==> config.mk <==
export PLATFORM = sky130hd
export DESIGN_NAME = timer_dev
export DESIGN_NICKNAME = d
export VERILOG_FILES = /design/src/rtl/timer_pkg.sv /design/src/rtl/timer_core.sv /design/src/rtl/timer_dev.sv
export SDC_FILE = /design/constraint.sdc
export NUM_CORES = 1
export LEC_CHECK = 0
export CAP_MARGIN = 20
export CORE_UTILIZATION = 51
export DETAILED_ROUTE_END_ITERATION = 8
export PLACE_DENSITY = 0.8
export SLEW_MARGIN = 20
export SYNTH_ARGS = -nofsm -noshare
export SYNTH_HDL_FRONTEND = slang
export SYNTH_HIERARCHICAL = 1
export SYNTH_SLANG_ARGS = --single-unit
==> constraint.sdc <==
create_clock -name clk -period 2.6 [get_ports clk]
set_input_delay 0.39 -clock clk [delete_from_list [all_inputs] [get_ports clk]]
set_output_delay 0.39 -clock clk [all_outputs]
set_load 0.005 [all_outputs]
==> src/rtl/timer_pkg.sv <==
// Shared definitions for the memory-mapped countdown timer (timer_dev).
// Optional interrupt logic is enabled by defining TIMER_IRQ_EN.
package timer_pkg;

   localparam logic [3:0] CTRL_OFF   = 4'h0;
   localparam logic [3:0] PRESET_OFF = 4'h4;
   localparam logic [3:0] COUNT_OFF  = 4'h8;

   localparam int unsigned CTRL_EN_BIT   = 0;
   localparam int unsigned CTRL_MODE_LSB = 1;
   localparam int unsigned CTRL_IM_BIT   = 3;

   localparam logic [1:0] MODE_ONESHOT = 2'b00;
   localparam logic [1:0] MODE_AUTO    = 2'b01;

   typedef enum logic [1:0] {
      ST_IDLE,
      ST_LOAD,
      ST_CNT,
      ST_INT
   } timer_state_t;

   function automatic logic [31:0] merge_bytes(input logic [31:0] old_val,
                                               input logic [31:0] new_val,
                                               input logic [3:0]  be);
      logic [31:0] r;
      r = old_val;
      for (int unsigned i = 0; i < 4; i++)
         if (be[i]) r[8*i +: 8] = new_val[8*i +: 8];
      return r;
   endfunction

endpackage

==> src/rtl/timer_core.sv <==
// Timer FSM with COUNT register and expiry flag.
// The flag register exists only when TIMER_IRQ_EN is defined.
module timer_core
   import timer_pkg::*;
(
   input  logic        clk,
   input  logic        reset,
   input  logic        en,
   input  logic [1:0]  mode,
   input  logic [31:0] preset,
   input  logic        ctrl_wr,
   output logic [31:0] count,
   output logic        flag,
   output logic        en_clr
);

   timer_state_t state;
   logic         auto_mode;

   // MODE 1x behaves as one-shot, so only the exact auto encoding reloads
   assign auto_mode = (mode == MODE_AUTO);
   assign en_clr    = (state == ST_INT) && !auto_mode;

   always_ff @(posedge clk or negedge reset) begin
      if (!reset) begin
         state <= ST_IDLE;
         count <= '0;
`ifdef TIMER_IRQ_EN
         flag  <= 1'b0;
`endif
      end else begin
         case (state)
            ST_IDLE: if (en) state <= ST_LOAD;
            ST_LOAD: begin
               count <= preset;
               state <= ST_CNT;
            end
            ST_CNT: begin
               if (!en) begin
                  state <= ST_IDLE;
               end else if (count > 32'd1) begin
                  count <= count - 32'd1;
               end else begin
                  count <= '0;
                  state <= ST_INT;
`ifdef TIMER_IRQ_EN
                  flag  <= 1'b1;
`endif
               end
            end
            ST_INT: begin
               if (auto_mode) begin
                  state <= ST_LOAD;
`ifdef TIMER_IRQ_EN
                  flag  <= 1'b0;
`endif
               end else begin
                  state <= ST_IDLE;
               end
            end
            default: state <= ST_IDLE;
         endcase
`ifdef TIMER_IRQ_EN
         if (ctrl_wr) flag <= 1'b0;
`endif
      end
   end

`ifndef TIMER_IRQ_EN
   logic unused_ctrl_wr;
   assign unused_ctrl_wr = ctrl_wr;
   assign flag = 1'b0;
`endif

endmodule

==> src/rtl/timer_dev.sv <==
// Memory-mapped countdown timer: bus decode, CTRL/PRESET registers, read mux.
// Define TIMER_IRQ_EN to implement the IM bit and the irq output.
module timer_dev
   import timer_pkg::*;
#(
   parameter logic [31:0] BASE_ADDR = 32'h0000_7F00
) (
   input  logic        clk,
   input  logic        reset,
   input  logic [31:0] addr,
   input  logic [31:0] wdata,
   input  logic [3:0]  byteen,
   output logic [31:0] rdata,
   output logic        irq
);

   logic        sel;
   logic [3:0]  off;
   logic        ctrl_wr;
   logic        preset_wr;
   logic        ctrl_en;
   logic [1:0]  ctrl_mode;
   logic        ctrl_im;
   logic [31:0] preset;
   logic [31:0] count;
   logic        flag;
   logic        en_clr;
   logic        unused_addr;

   assign sel         = (addr[31:4] == BASE_ADDR[31:4]);
   assign off         = {addr[3:2], 2'b00};
   assign ctrl_wr     = sel && (|byteen) && (off == CTRL_OFF);
   assign preset_wr   = sel && (|byteen) && (off == PRESET_OFF);
   assign unused_addr = ^addr[1:0];

   // Only byte 0 of CTRL holds state; a bus write to it overrides the INT-state EN clear
   always_ff @(posedge clk or negedge reset) begin
      if (!reset) begin
         ctrl_en   <= 1'b0;
         ctrl_mode <= MODE_ONESHOT;
         preset    <= '0;
      end else begin
         if (ctrl_wr && byteen[0]) begin
            ctrl_en   <= wdata[CTRL_EN_BIT];
            ctrl_mode <= wdata[CTRL_MODE_LSB +: 2];
         end else if (en_clr) begin
            ctrl_en <= 1'b0;
         end
         if (preset_wr) preset <= merge_bytes(preset, wdata, byteen);
      end
   end

`ifdef TIMER_IRQ_EN
   always_ff @(posedge clk or negedge reset) begin
      if (!reset)                     ctrl_im <= 1'b0;
      else if (ctrl_wr && byteen[0])  ctrl_im <= wdata[CTRL_IM_BIT];
   end
   assign irq = flag & ctrl_im;
`else
   logic unused_flag;
   assign unused_flag = flag;
   assign ctrl_im     = 1'b0;
   assign irq         = 1'b0;
`endif

   timer_core u_core (
      .clk     (clk),
      .reset   (reset),
      .en      (ctrl_en),
      .mode    (ctrl_mode),
      .preset  (preset),
      .ctrl_wr (ctrl_wr),
      .count   (count),
      .flag    (flag),
      .en_clr  (en_clr)
   );

   always_comb begin
      rdata = '0;
      if (sel) begin
         case (off)
            CTRL_OFF:   rdata = {28'b0, ctrl_im, ctrl_mode, ctrl_en};
            PRESET_OFF: rdata = preset;
            COUNT_OFF:  rdata = count;
            default:    rdata = '0;
         endcase
      end
   end

endmodule

==> results_dict.tcl <==
set metrics [dict create \
    status "complete, no violations" \
    static-leakage-power_uw 0.00283 \
    post_route_cells_drive_above_1_share_pct 21.3 \
    worst-endpoint-arrival_ns 2.10 \
    layout-area-overhead-vs-synth_pct 35.5 \
    tightest_slew_ns 0.697 \
    numClockSinks 69 \
    tritoncts "done" \
    final-instance-count-excl-fill 686 \
    gp_routability_congestion 0.917 \
    post-place-ws_ns -0.220 \
    switching_power_uw 500 \
    die_area_um2 9300 \
    maxClockFrequency_ghz 0.402 \
    whs_ns 0.482 \
    grt_start_max_net_pins 30 \
    n_fill_cell 679 \
    number_of_antenna_violations_at_the_first_check_in_global_routing 0 \
    number_of_buffers_added_by_the_clock_tree_synthesis_step 9 \
    worstSetupStartpointType "input port" \
    crit_fanout 16 \
    antenna_cells_inserted 0 \
    finalHoldViolations 0 \
    vias 4339 \
    finalSetupTns_ns 0 \
    synth_warn 6 \
    design.final.nets 646 \
    floorplan.rows 34 \
    post_synth_instance_area_um2 4550 \
    power_frac_seq_pct 46.3 \
    hold_path.class "in2async" \
    drcViolationCount 0 \
    comb_power_share_pct 7.9 \
    drt-wirelength-per-cell_um 19.4 \
    rsz0062_at_grt "false" \
    count_of_input_and_output_buffers 99 \
    route.antenna.remaining_nets 0 \
    detailed_place_hpwl_um 9390 \
    max_slew_margin_pct 53.5 \
    h-tree-depth 3 \
    cts-root-buf "clkbuf_8" \
    seq_area_um2 1730 \
    route.detailed.vias_per_inst 6.33 \
    critical_path_required_ns 2.21 \
    syn-instance-count 451 \
    route.final.wire_length_um 13300 \
    die_width_um 96.4 \
    fin_crit_sh_pct 95.7 \
    detailedRoute.firstIterationViolations 233 \
    cts.clk_slew.worst_paths_ns 0.08 \
    grt_overflow_total 0 \
    vias_in_the_first_global_route 4315 \
    dp_cell_count 669 \
    fp.coreArea_um2 8680 \
    maxCapViolCount 0 \
    pwr_density_cell_nw_per_um2 376 \
    grtUsageTotal_pct 30.7 \
    internal-power_uw 1820 \
    finalCriticalPeriod_ns 2.49 \
    die_height_um 96.4 \
    final.setup.worst_slack_ns 0.112 \
    initial_utilization_pct 52.4 \
    critPathCaptureType "output pin" \
    finalSetupViolations 0 \
    syn_avg_cell_area_um2 10.1 \
    drv_slew 0 \
    power.share.switching_pct 21.6 \
    multiInputGateArea_um2 2620 \
    drt_first_pass_iters 5 \
    setup.worst_path.class "in2out" \
    num_io_pins 103 \
    final.setup_skew_ns 0.0181 \
    clk_lat_worst_skew_ns 0.36 \
    pwr-share-clk_pct 45.8 \
    longest_clk_path_bufs 2 \
    synth_nets 523 \
    global_route_wire_length_before_repair_um 21500 \
    worst_ir_drop_vdd_uv 211 \
]
## what timing repair did
| action | CTS | global route |
|---|---|---|
| hold buffers | 1 | 0 |
| resized for setup | 46 | 0 |
| setup endpoints to repair | 32 | 0 |
| endpoints found under the hold margin | 15 | 0 |
| setup buffers | 1 | 0 |
## sequential cells by signal (all words and copies together) (netlist names)
register / flops
preset: 32
ctrl_en: 1
u_core/count: 32
ctrl_mode: 2
u_core/state: 2
## layer usage
layer / global-route usage (%) / part of all wire (%) / routed length, um
met5: 0 / 0 / 0
met4: 14.3 / 2.7 / 362
met3: 3.76 / 6.9 / 920
met2: 51.7 / 48 / 6430
met1: 39.3 / 42 / 5630
## critical path: stages
cell and delay [ns]:
clkdlybuf4s50_1 0.42, nor4_2 0.34, nand3_2 0.13, or2_4 0.27, buf_8 0.16, nor2_1 0.14
dlygate4sd2_1 0.25
## placed cells by master (no fill, tap or decap), types with 3 or more instances in the layout
| cell | count |
|---|---|
| clkdlybuf4s50_1 | 61 |
| or3_1 | 10 |
| o21ai_0 | 12 |
| nand4_1 | 6 |
| nor4_2 | 5 |
| mux2i_1 | 6 |
| bufinv_8 | 3 |
| o31ai_1 | 5 |
| or4_1 | 6 |
| nor4b_4 | 3 |
| a31oi_1 | 7 |
| nand2b_1 | 4 |
| nor2b_1 | 3 |
| a22oi_1 | 36 |
| o41ai_1 | 6 |
| buf_12 | 5 |
| a31o_1 | 3 |
| a21oi_1 | 12 |
| nor2_1 | 49 |
| bufinv_16 | 3 |
| dlygate4sd2_1 | 37 |
| dfrtp_1 | 69 |
| a221o_1 | 4 |
| nor4_1 | 5 |
| o221ai_1 | 5 |
| nor3_1 | 11 |
| mux2_4 | 32 |
| nand3_1 | 11 |
| nor4_4 | 6 |
| clkbuf_8 | 9 |
| mux2_1 | 3 |
| buf_4 | 36 |
| nand2_1 | 28 |
| o211ai_1 | 7 |
| a32oi_1 | 7 |
| a22o_1 | 3 |
| inv_1 | 9 |
## final timing paths
path / end / depth (start not counted) / from / slack [ns]
max: rdata[0] / 7 / addr[20] / 0.11
min: preset[6] / 2 / reset / 0.48
max reg2reg: u_core/count[23] / 5 / u_core/count[14] / 0.15
min reg2reg: preset[16] / 1 / preset[16] / 0.54
max in group asynchronous: u_core/count[25] / 3 / reset / 1.40
min in group clk: preset[16] / 1 / preset[16] / 0.54
## through the flow
step                      total power (uW)  utilization [%]  instance area, um^2
after global routing                  2390             71.0                 6160
after detailed placement              1280             68.2                 5910
final                                 2320             71.0                 6160
after floorplan                       1130                -                 4550
after CTS                             2330             71.0                 6160
after global placement                1270             68.2                 5910
## cell type report
type                    count  area share, %
well taps                 108           2.19
inverters                  14           1.54
repair buffers            143           21.9
clock inverters             6           1.83
multi-input cells         337           42.5
clock buffers               9           2.01
flip-flops and latches     69           28.0
## power by group through the flow
stage / sequential (uW) / combinational, uW / clock (uW)
final: 1070 / 183 / 1060
after global routing: 1070 / 196 / 1120
after CTS: 1070 / 184 / 1070
after detailed placement: 1090 / 182 / 0
after global placement: 1090 / 178 / 0
after floorplan: 1090 / 39.6 / 0
(Power assumes the default switching activity.)
